## config.mk

```make
export PLATFORM = sky130hd
export DESIGN_NAME = mc_control_fsm
export DESIGN_NICKNAME = d
export VERILOG_FILES = /design/src/rtl/rv_ctrl_pkg.sv /design/src/rtl/alu_decoder.sv /design/src/rtl/mc_control_fsm.sv
export SDC_FILE = /design/constraint.sdc
export NUM_CORES = 1
export LEC_CHECK = 0
export CAP_MARGIN = 20
export CORE_ASPECT_RATIO = 1.2
export CORE_UTILIZATION = 45
export CTS_CLUSTER_DIAMETER = 200
export DETAILED_ROUTE_END_ITERATION = 6
export PLACE_DENSITY = 0.76
export SKIP_CTS_REPAIR_TIMING = 1
export SLEW_MARGIN = 10
export SYNTH_ARGS = -nofsm -noshare
export SYNTH_HDL_FRONTEND = slang
export SYNTH_SLANG_ARGS = --single-unit
```

## constraint.sdc

```tcl
create_clock -name clk -period 2.4 [get_ports clk]
set_input_delay 0.72 -clock clk [delete_from_list [all_inputs] [get_ports clk]]
set_output_delay 0.72 -clock clk [all_outputs]
set_load 0.03 [all_outputs]
```

## src/rtl/rv_ctrl_pkg.sv

```systemverilog
// rv_ctrl_pkg: opcodes, ALU codes, state and instruction-class encodings for the multicycle controller
package rv_ctrl_pkg;
  localparam logic [6:0] OP_SW  = 7'b0100011;
  localparam logic [6:0] OP_LW  = 7'b0000011;
  localparam logic [6:0] OP_IMM = 7'b0010011;
  localparam logic [6:0] OP_BEQ = 7'b1100011;
  localparam logic [6:0] OP_RR  = 7'b0110011;
  localparam logic [3:0] ALU_AND = 4'b0000;
  localparam logic [3:0] ALU_OR  = 4'b0001;
  localparam logic [3:0] ALU_ADD = 4'b0010;
  localparam logic [3:0] ALU_SUB = 4'b0110;
  localparam logic [3:0] ALU_SLT = 4'b0111;
  localparam logic [3:0] ALU_SRL = 4'b1000;
  localparam logic [3:0] ALU_SLL = 4'b1001;
  localparam logic [3:0] ALU_SRA = 4'b1010;
  localparam logic [3:0] ALU_XOR = 4'b1101;
  typedef enum logic [2:0] {S_IF = 3'd0, S_ID = 3'd1, S_EX = 3'd2, S_MEM = 3'd3, S_WB = 3'd4} state_t;
  typedef enum logic [2:0] {C_RR, C_IMM, C_LW, C_SW, C_BEQ, C_ILL} cls_t;
  // funct3 to ALU op shared by RR and IMM; SLTU/SLTIU share the SLT code
  function automatic logic [3:0] f3_alu(input logic [2:0] f3, input logic alt);
    return f3 == 3'b000 ? ALU_ADD :
           f3 == 3'b001 ? ALU_SLL :
           f3 == 3'b100 ? ALU_XOR :
           f3 == 3'b101 ? (alt ? ALU_SRA : ALU_SRL) :
           f3 == 3'b110 ? ALU_OR  :
           f3 == 3'b111 ? ALU_AND : ALU_SLT;
  endfunction
endpackage

```

## src/rtl/alu_decoder.sv

```systemverilog
// alu_decoder: combinational opcode/funct3/funct7 to instruction class and ALU control
module alu_decoder
  import rv_ctrl_pkg::*;
(
  input  logic [6:0] i_opcode,
  input  logic [2:0] i_funct3,
  input  logic [6:0] i_funct7,
  output logic [3:0] o_alu_ctrl,
  output cls_t       o_cls
);
  logic w_f7_zero, w_f7_alt, w_rr_ok, w_imm_ok;
  assign w_f7_zero = i_funct7 == 7'b0000000;
  assign w_f7_alt  = i_funct7 == 7'b0100000;
  assign w_rr_ok   = w_f7_zero | (w_f7_alt & (i_funct3 == 3'b000 | i_funct3 == 3'b101));
  assign w_imm_ok  = i_funct3 == 3'b001 ? w_f7_zero :
                     i_funct3 == 3'b101 ? (w_f7_zero | w_f7_alt) : 1'b1;
  always_comb begin
    o_cls = i_opcode == OP_RR  ? (w_rr_ok ? C_RR : C_ILL) :
            i_opcode == OP_IMM ? (w_imm_ok ? C_IMM : C_ILL) :
            i_opcode == OP_LW  ? C_LW :
            i_opcode == OP_SW  ? C_SW :
            i_opcode == OP_BEQ ? C_BEQ : C_ILL;
    o_alu_ctrl = o_cls == C_RR  ? ((w_f7_alt && i_funct3 == 3'b000) ? ALU_SUB : f3_alu(i_funct3, w_f7_alt)) :
                 o_cls == C_IMM ? f3_alu(i_funct3, w_f7_alt) :
                 o_cls == C_BEQ ? ALU_SUB :
                 (o_cls == C_LW || o_cls == C_SW) ? ALU_ADD : ALU_AND;
  end
endmodule

```

## src/rtl/mc_control_fsm.sv

```systemverilog
// mc_control_fsm: IF/ID/EX/MEM/WB multicycle control for the RV32I datapath
module mc_control_fsm
  import rv_ctrl_pkg::*;
(
  input  logic        clk,
  input  logic        rst,
  input  logic [31:0] instr,
  input  logic        Zero,
  output logic        ALUSrc,
  output logic [3:0]  ALUCtrl,
  output logic        RegWrite,
  output logic        MemToReg,
  output logic        loadPC,
  output logic        PCSrc,
  output logic        MemRead,
  output logic        MemWrite,
  output logic        illegal,
  output logic [2:0]  state,
  output logic [31:0] retired
);
  state_t      r_state, w_next;
  cls_t        r_cls, w_cls;
  logic [31:0] r_ir, r_retired;
  logic [3:0]  r_alu, w_alu;
  logic        w_ex, w_mem, w_wb, w_act, w_lw, w_sw, w_beq, w_ill, w_lpc, w_unused;
  alu_decoder u_dec (
    .i_opcode   (r_ir[6:0]),
    .i_funct3   (r_ir[14:12]),
    .i_funct7   (r_ir[31:25]),
    .o_alu_ctrl (w_alu),
    .o_cls      (w_cls)
  );
  assign w_unused = ^{r_ir[24:15], r_ir[11:7]};
  always_ff @(posedge clk)
    if (!rst) r_state <= S_IF;
    else r_state <= w_next;
  always_comb
    w_next = r_state == S_IF  ? S_ID :
             r_state == S_ID  ? S_EX :
             r_state == S_EX  ? ((r_cls == C_BEQ || r_cls == C_ILL) ? S_IF :
                                 (r_cls == C_LW || r_cls == C_SW) ? S_MEM : S_WB) :
             r_state == S_MEM ? (r_cls == C_LW ? S_WB : S_IF) : S_IF;
  always_ff @(posedge clk)
    if (!rst) begin
      r_ir      <= '0;
      r_cls     <= C_RR;
      r_alu     <= '0;
      r_retired <= '0;
    end else begin
      if (r_state == S_IF) r_ir <= instr;
      if (r_state == S_ID) begin
        r_cls <= w_cls;
        r_alu <= w_alu;
      end
      if (loadPC) r_retired <= r_retired + 32'd1;
    end
  // write strobes are also masked by rst so a reset aborts the in-flight instruction at once
  always_comb begin
    w_ex     = r_state == S_EX;
    w_mem    = r_state == S_MEM;
    w_wb     = r_state == S_WB;
    w_act    = w_ex | w_mem | w_wb;
    w_lw     = r_cls == C_LW;
    w_sw     = r_cls == C_SW;
    w_beq    = r_cls == C_BEQ;
    w_ill    = r_cls == C_ILL;
    w_lpc    = (w_ex & (w_beq | w_ill)) | (w_mem & w_sw) | w_wb;
    ALUSrc   = w_act & (r_cls inside {C_IMM, C_LW, C_SW});
    ALUCtrl  = w_act ? r_alu : 4'b0000;
    loadPC   = rst & w_lpc;
    PCSrc    = w_ex & w_beq & Zero;
    RegWrite = rst & w_wb;
    MemToReg = w_wb & w_lw;
    MemRead  = w_lw & (w_mem | w_wb);
    MemWrite = rst & w_mem & w_sw;
    illegal  = w_ex & w_ill;
    state    = r_state;
    retired  = r_retired;
  end
endmodule

```

==> results of run 1 <==
## area by class of cell
cell class                 instances  area [um^2]  area share [%]
timing repair buffer              89          841            20.9
clock inverter                     3         15.0           0.374
multi-input combinational        277         1700            42.3
inverter                           7         26.3           0.655
sequential                        59         1180            29.5
clock buffer                      12          145            3.62
tap                               85          106            2.65
## through the flow
| stage | cell area [um^2] | hold slack, ns | utilization [%] | cells | setup slack (ns) |
|---|---|---|---|---|---|
| 2_1_floorplan | 2990 | 0.412 | - | 364 | -0.0132 |
| 3_3_place_gp | 3820 | 0.424 | 59.6 | 517 | -0.236 |
| 3_5_place_dp | 3820 | 0.445 | 59.6 | 517 | -0.310 |
| 4_1_cts | 3980 | 0.455 | 62.1 | 532 | -0.250 |
| 5_1_grt | 4010 | 0.487 | 62.7 | 532 | 0.0432 |
| 6_report | 4010 | 0.450 | 62.7 | 532 | 0.121 |
## placed cells by master (no fill, tap or decap), types with 4 or more instances in the layout
cell,Yosys,final
a21oi_1,38,37
and3_1,6,6
buf_4,2,28
clkbuf_8,0,10
clkdlybuf4s50_1,0,53
dfxtp_1,59,57
dlymetal6s2s_1,0,8
inv_1,6,6
nand2_1,49,49
nand2b_1,4,4
nand3_1,8,8
nand4_1,6,6
nor2_1,31,29
nor2b_1,8,8
nor3_1,12,12
nor4_1,5,5
o2111ai_1,9,9
o21ai_0,14,14
o31ai_1,9,9
or3_1,5,5
or4_1,8,8
xor2_1,14,14
## registers in the layout, summed over array words and instances (netlist names)
signal / cells
r_cls: 3
state: 3
retired: 32
r_alu: 4
r_ir: 17
## logic make-up after synthesis
kind of cell / Yosys count / synth area share [%]
simple gates: 161 / 28.2
buf+inv: 28 / 4.11
compound gates: 95 / 21.4
flops: 59 / 39.6
fa+ha+maj: 3 / 1.26
xor+xnor: 17 / 4.99
mux: 1 / 0.336
## power groups by stage
stage / clock network, mW / registers, mW / logic [mW]
2_1_floorplan: 0 / 1.08 / 0.171
3_3_place_gp: 0 / 1.08 / 0.267
5_1_grt: 0.836 / 1.07 / 0.309
4_1_cts: 0.790 / 1.06 / 0.274
6_report: 0.780 / 1.06 / 0.276
3_5_place_dp: 0 / 1.08 / 0.273
## layer usage
metal,up-vias,GRT usage [%]
li1,1490,-
met1,1423,26.5
met2,70,39.0
met3,14,3.42
met4,0,12.2
met5,-,0
## path summary, 6_finish.rpt
kind            start          end  slack [ns]  depth (start not counted)
max          state[1]     state[1]        0.12                          2
min           r_ir[2]      r_ir[2]        0.45                          2
max reg2reg  r_cls[1]  retired[28]        0.26                          6
min reg2reg   r_ir[2]      r_ir[2]        0.45                          2
## critical path: cells and delay by family (launching register included)
family / cells / cell delay, ns
flops: 1 / 0.37
buf+inv: 2 / 0.85
==> flow_summary.json, run 1 <==
{
  "dieArea_um2": 6960,
  "routed_via_density": 5.63,
  "drt-wirelength-per-cell_um": 13.8,
  "tritoncts": "built",
  "intPower_mw": 1.53,
  "hold_path.class": "register to register",
  "power_frac_seq_pct": 50.1,
  "cts-root-buf": "clkbuf_8",
  "gr-total-overflow": 0,
  "cp-start-kind": "register",
  "syn_area_um2": 2980,
  "final_nets": 481,
  "worst_path_largest_cell_delay_ns": 0.67,
  "synth_warnings": 0,
  "grtUsageTotal_pct": 22.5,
  "drt-total-wl_mm": 7.35,
  "synthToLayoutAreaGrowth_pct": 34.6,
  "ys_seq_area_share_pct": 39.6,
  "final_hold_viol_count": 0,
  "netSwitchingFraction_pct": 27.5,
  "cellPowerDensity_nw_per_um2": 527,
  "drive_gt1_share_pct": 12.1,
  "antenna_found_initial": 0,
  "grt_pass1_wl_mm": 12.7,
  "yosysTopAreaCell": "dfxtp_1",
  "crit_slowest_cell": "clkdlybuf4s50_1",
  "clk_pin_slew_ns": 0.07,
  "synth_common_cells": "dfxtp_1, nand2_1, a21oi_1",
  "yosysUniqueCellTypes": 52,
  "yosysMostFrequentCell": "dfxtp_1",
  "initial_utilization_pct": 46.5,
  "dr_total_vias": 2997,
  "path_class": "register to primary output",
  "power_leakage_nw": 1.56,
  "row_count": 32,
  "drt-initial-drc-count": 194,
  "highest_layer": "met4",
  "ys.flop_type": "dfxtp_1",
  "n_antenna_cell": 0,
  "async_flop_share_pct": 0,
  "wl_met1_mm": 3.25,
  "cp.required_ns": 1.68,
  "end_kind": "primary output",
  "p_comb_share_pct": 13.1,
  "synth-seq-cells": 59,
  "setup_violations": 0,
  "drt_first_pass_iters": 4,
  "numCtsBuffers": 9,
  "nFillCells": 570,
  "hpwlAfterDp_mm": 5.20,
  "crit_chain": "buf_4, clkdlybuf4s50_1",
  "slew_headroom_pct": 61.0,
  "htreeDepth": 3,
  "synthTopCellsByArea": "dfxtp_1, a21oi_1, nand2_1",
  "synth_edf_count": 0,
  "cts_buffer_depth": 2,
  "power.clock.fraction_pct": 36.9,
  "yosysTopAreaCellShare_pct": 39.6,
  "crit_fanout": 9,
  "ant_nets": 0,
  "grt_pass1_vias": 2755,
  "avgSynthCellArea_um2": 8.19,
  "syn-num-nets": 402,
  "peakVddDrop_v": 0.000401,
  "clock_skew_ns": 0.00541,
  "wl_met3_um": 218,
  "netlist_instances": 364,
  "rsz0062_at_grt": "no",
  "clock-sinks": 59,
  "drc": 0,
  "min_period_over_period_pct": 94.9,
  "dieHeight_um": 91.2,
  "slew_viol_final": 0,
  "fin_crit_ns": 2.28,
  "drv_cap": 0,
  "max_freq_mhz": 439,
  "ioPinCount": 82,
  "tns_ns": 0,
  "port_buffers": 66,
  "status": "finished clean",
  "clkLatencyLatePin_ns": 0.34,
  "tightest_slew_ns": 0.585,
  "arrival_ns": 1.56,
  "grt_max_degree": 45,
  "die_w_um": 76.3,
  "coreArea_um2": 6410,
  "p_sw_uw": 582,
  "power_mw": 2.11,
  "routabilityCongestion": 0.837,
  "wl_met2_mm": 3.72
}
No activity file was read; power rests on OpenSTA's default activity.
==> inputs of run 2 (changes only) <==
Settings changed: CORE_MARGIN set to 2.
==> run 2 against run 1 <==
Clock power is 32% higher. Via count is 2.4% lower. Die area is 4.9% higher. Non-clock buffer count is 2 lower. First-iteration DRC count is 35% lower. Largest cell class unchanged. Highest routed layer unchanged. Maximum frequency hardly changed. Critical endpoint is now retired[8]. Design area is 1.3% higher. Critical path type unchanged.
==> flow_summary.json, run 2 (synthesis results as in run 1) <==
{
  "grt_max_degree": 46,
  "cts-root-buf": "clkbuf_8",
  "final_nets": 479,
  "final_hold_viol_count": 0,
  "clk_pin_slew_ns": 0.07,
  "dieArea_um2": 7300,
  "port_buffers": 66,
  "crit_cells": 1,
  "drt-initial-drc-count": 127,
  "ioPinCount": 82,
  "power_frac_seq_pct": 45.0,
  "drive_gt1_share_pct": 12.8,
  "cp.required_ns": 1.68,
  "drt_first_pass_iters": 5,
  "max_freq_mhz": 439,
  "cp-start-kind": "register",
  "path_buf_inv": 1,
  "p_sw_uw": 584,
  "clock-sinks": 59,
  "clock_skew_ns": 0.00552,
  "hold_path.class": "register to register",
  "netSwitchingFraction_pct": 24.8,
  "cts_buffer_depth": 2,
  "initial_utilization_pct": 46.5,
  "end_kind": "primary output",
  "power_leakage_nw": 1.57,
  "intPower_mw": 1.77,
  "power.clock.fraction_pct": 43.6,
  "p_comb_share_pct": 11.5,
  "setup_slack_ns": 0.121,
  "numCtsBuffers": 9,
  "dr_total_vias": 2926,
  "min_period_over_period_pct": 94.9,
  "coreArea_um2": 6410,
  "grt_pass1_vias": 2774,
  "clkLatencyLatePin_ns": 0.34,
  "fin_crit_ns": 2.28,
  "drt-wirelength-per-cell_um": 13.7,
  "grtUsageTotal_pct": 21.4,
  "antenna_found_initial": 0,
  "routabilityCongestion": 0.856,
  "status": "finished clean",
  "peakVddDrop_v": 0.000432,
  "dp_worst_setup_slack_ns": -0.210,
  "slew_headroom_pct": 59.4,
  "tritoncts": "built",
  "crit_fanout": 7,
  "tightest_slew_ns": 0.609,
  "drt-total-wl_mm": 7.26,
  "synthToLayoutAreaGrowth_pct": 36.3,
  "crit_slowest_cell": "clkdlybuf4s50_1",
  "die_w_um": 78.3,
  "htreeDepth": 3,
  "n_antenna_cell": 0,
  "reg2reg_depth": 8,
  "drc": 0,
  "ant_nets": 0,
  "largest_reg_flops": 32,
  "final_common_cell": "dfxtp_1",
  "fin_util_pct": 63.5,
  "cellPowerDensity_nw_per_um2": 580,
  "whs_path_depth": 2,
  "drv_cap": 0,
  "arrival_ns": 1.56,
  "nFillCells": 557,
  "critPathTopFamily": "buffers and inverters",
  "setup_violations": 0,
  "grt_pass1_wl_mm": 12.5,
  "slew_viol_final": 0,
  "crit_chain": "clkdlybuf4s50_1",
  "worst_path_largest_cell_delay_ns": 0.74,
  "power_mw": 2.36,
  "path_class": "register to primary output",
  "row_count": 32,
  "hpwlAfterDp_mm": 5.19,
  "dieHeight_um": 93.2,
  "mostFrequentLayoutCells": "dfxtp_1, clkdlybuf4s50_1, nand2_1",
  "routed_via_density": 5.51,
  "gr-total-overflow": 0
}
## run 2: per-stage QoR
step / area [um^2] / TNS [ns] / cells / hold slack [ns]
6_report: 4070 / 0 / 531 / 0.449
4_1_cts: 4030 / -1.75 / 531 / 0.452
5_1_grt: 4070 / -0.00128 / 531 / 0.473
3_5_place_dp: 3800 / -1.95 / 515 / 0.442
2_1_floorplan: 2990 / -0.0263 / 364 / 0.412
3_3_place_gp: 3800 / -1.34 / 515 / 0.426
## run 2: worst paths after layout
path / startpoint / slack (ns) / end
max: retired[8] / 0.12 / retired[8]
min: r_ir[3] / 0.45 / r_ir[3]
max reg2reg: r_cls[2] / 0.23 / retired[24]
min reg2reg: r_ir[3] / 0.45 / r_ir[3]
## run 2: layout make-up
cell class	count	area (um^2)	share of cell area, %
sequential	59	1180	29.1
timing repair buffer	87	823	20.3
inverter	7	26.3	0.646
multi-input combinational	277	1700	41.8
clock buffer	11	151	3.72
clock inverter	5	75.1	1.85
tap	85	106	2.62
## run 2: power by group through the flow
stage	clock, mW	combinational [mW]	sequential (mW)
2_1_floorplan	0	0.171	1.08
3_3_place_gp	0	0.262	1.08
3_5_place_dp	0	0.268	1.08
4_1_cts	1.04	0.270	1.06
5_1_grt	1.08	0.304	1.07
6_report	1.03	0.270	1.06
## run 2: layer usage
metal / GRT usage [%] / up-vias / share of wire (%)
met5: 0 / - / 0
li1: - / 1482 / -
met3: 4.05 / 15 / 3.5
met2: 38.7 / 70 / 51
met4: 10.7 / 0 / 2.6
met1: 23.7 / 1359 / 43
==> inputs of run 3 (changes only) <==
Settings changed: CORE_UTILIZATION 45 to 48, CTS_CLUSTER_SIZE set to 28, PLACE_DENSITY 0.76 to 0.8, SYNTH_HIERARCHICAL set to 1.
==> run 3 against run 2 <==
Global-route usage is 0.67 points higher. Non-clock buffer count shrank 7. First-iteration DRC count up 5.5%. Maximum frequency shrank 4.8%. Largest cell class unchanged.
==> flow_summary.json, run 3 <==
{
  "status": "finished clean",
  "ys_seq_area_share_pct": 39.8,
  "row_count": 31,
  "ant_nets": 0,
  "async_flop_share_pct": 0,
  "coreArea_um2": 6010,
  "synth-seq-cells": 59,
  "n_antenna_cell": 0,
  "setup_violations": 0,
  "cp.required_ns": 1.68,
  "max_freq_mhz": 418,
  "slew_viol_final": 0,
  "cts-root-buf": "clkbuf_8",
  "grtUsageTotal_pct": 22.0,
  "yosysTopAreaCell": "dfxtp_1",
  "critPathLaunch": "state[2]",
  "path_class": "register to primary output",
  "place_inst": 492,
  "slew_headroom_pct": 53.0,
  "port_buffers": 66,
  "end_kind": "primary output",
  "crit_slowest_cell": "or3b_4",
  "multiInputGateArea_um2": 1720,
  "drt-initial-drc-count": 134,
  "instances_no_fill": 510,
  "die_w_um": 75.7,
  "htreeDepth": 3,
  "cp-start-kind": "register",
  "arrival_ns": 1.67,
  "yosysTopAreaCellShare_pct": 39.8,
  "drive_gt1_share_pct": 16.1,
  "synth_warnings": 6,
  "initial_utilization_pct": 49.3,
  "r2r_start": "state[1]",
  "synthTopCellsByArea": "dfxtp_1, nand2_1, nor2_1",
  "ys.flop_type": "dfxtp_1",
  "drv_cap": 0,
  "final_hold_viol_count": 0,
  "yosysUniqueCellTypes": 56,
  "routabilityCongestion": 0.894,
  "ioPinCount": 82,
  "hpwlAfterDp_mm": 5.00,
  "yosysMostFrequentCell": "dfxtp_1",
  "dieHeight_um": 90.1,
  "min_period_over_period_pct": 99.8,
  "power_leakage_nw": 1.37,
  "cts_buffer_depth": 2,
  "crit_fanout": 11,
  "dr_total_vias": 2744,
  "path_buf_inv": 1,
  "syn-num-nets": 389,
  "hold_start": "r_ir[2]",
  "critPathTopFamily": "simple AND/OR/NAND/NOR gates",
  "clock-sinks": 59,
  "largest_reg_flops": 32,
  "gr-total-overflow": 0,
  "drt-total-wl_mm": 7.17,
  "synth_edf_count": 0,
  "worst_path_largest_cell_delay_ns": 0.42,
  "mostFrequentLayoutCells": "dfxtp_1, clkdlybuf4s50_1, nand2_1",
  "crit_chain": "or3b_4, a21boi_4, a211oi_4, buf_6",
  "clock_skew_ns": 0.00995,
  "routed_via_density": 5.38,
  "nFillCells": 480,
  "grt_pass1_wl_mm": 11.8,
  "tritoncts": "built",
  "antenna_found_initial": 0,
  "seqCellArea_um2": 1190,
  "syn_area_um2": 2960,
  "final_nets": 461,
  "dieArea_um2": 6820,
  "whs_ns": 0.453,
  "clkLatencyLatePin_ns": 0.34,
  "drt_first_pass_iters": 4,
  "synth_common_cells": "dfxtp_1, nand2_1, nor2_1",
  "synthToLayoutAreaGrowth_pct": 33.9,
  "fin_crit_ns": 2.39,
  "hold_path.class": "register to register",
  "numCtsBuffers": 9,
  "drt-wirelength-per-cell_um": 14.1,
  "final_common_cell": "dfxtp_1",
  "grt_max_degree": 46,
  "tightest_slew_ns": 0.703,
  "clk_pin_slew_ns": 0.06,
  "power_mw": 2.15,
  "cellPowerDensity_nw_per_um2": 542,
  "grt_pass1_vias": 2615,
  "drc": 0,
  "peakVddDrop_v": 0.000324,
  "rsz0062_at_grt": "yes",
  "avgSynthCellArea_um2": 8.44,
  "netlist_instances": 351
}
run 3: changes by cell type after synthesis, sizes merged, moves of 4 or more:
cell     previous run  this run
inv                 6        10
nor2               32        42
nand4               8        12
xnor2               3        16
and3                6         0
a21oi              39        23
buf                10         6
o21ai              15         9
xor2               14         5
nor4b               0         4
o31ai               9         1
mux2i               1        10
o2111ai            10         0
nor4                5        11
run 3: layer usage:
metal | vias up | part of all wire, % | GRT usage (%)
li1 | 1388 | - | -
met1 | 1253 | 44 | 26.8
met2 | 90 | 49 | 36.2
met3 | 13 | 5.3 | 3.92
met4 | 0 | 1.7 | 11.0
met5 | - | 0 | 0
run 3: cells by family after synthesis:
family | count (synthesis) | synth area share [%]
buf+inv | 29 | 4.26
flops | 59 | 39.8
compound gates | 52 | 12.8
xor+xnor | 21 | 6.20
fa+ha+maj | 3 | 1.27
mux | 11 | 3.76
simple gates | 176 | 31.8
run 3: worst min-delay path, cell delays in order (launching register included):
cell and delay, ns:
dfxtp_1 0.30, nand2_1 0.05, a21oi_1 0.05
run 3: through the flow:
step / area [um^2] / TNS (ns) / utilization, % / setup WS [ns]
floorplan: 3000 / -0.00326 / - / -0.00326
global placement: 3730 / -0.161 / 62.1 / -0.0987
detailed placement: 3730 / -0.161 / 62.1 / -0.102
CTS: 3910 / -1.46 / 65.0 / -0.245
global route: 3970 / -0.0822 / 66.0 / -0.0597
finish: 3970 / 0 / 66.0 / 0.00556
run 3: where the power goes:
group          switching [mW]  internal [mW]  leakage (nW)
Clock                   0.363          0.429        0.0905
Sequential             0.0482           1.02         0.482
Combinational           0.162          0.129         0.798
Total                   0.573           1.58          1.37
run 3: area by class of cell:
class                           instances  area share, %
Multi-Input combinational cell        263           43.2
Sequential cell                        59           30.0
Timing Repair Buffer                   80           18.9
Clock buffer                           14           4.10
Tap cell                               82           2.59
Inverter                               10          0.946
Clock inverter                          2          0.252
run 3: worst paths after layout:
path | endpoint | slack, ns | depth (start not counted)
worst max-delay path | ALUSrc | 0.006 | 4
worst min-delay path | r_ir[2] | 0.45 | 2
worst max register to register | retired[20] | 0.10 | 6
worst min register to register | r_ir[2] | 0.45 | 2
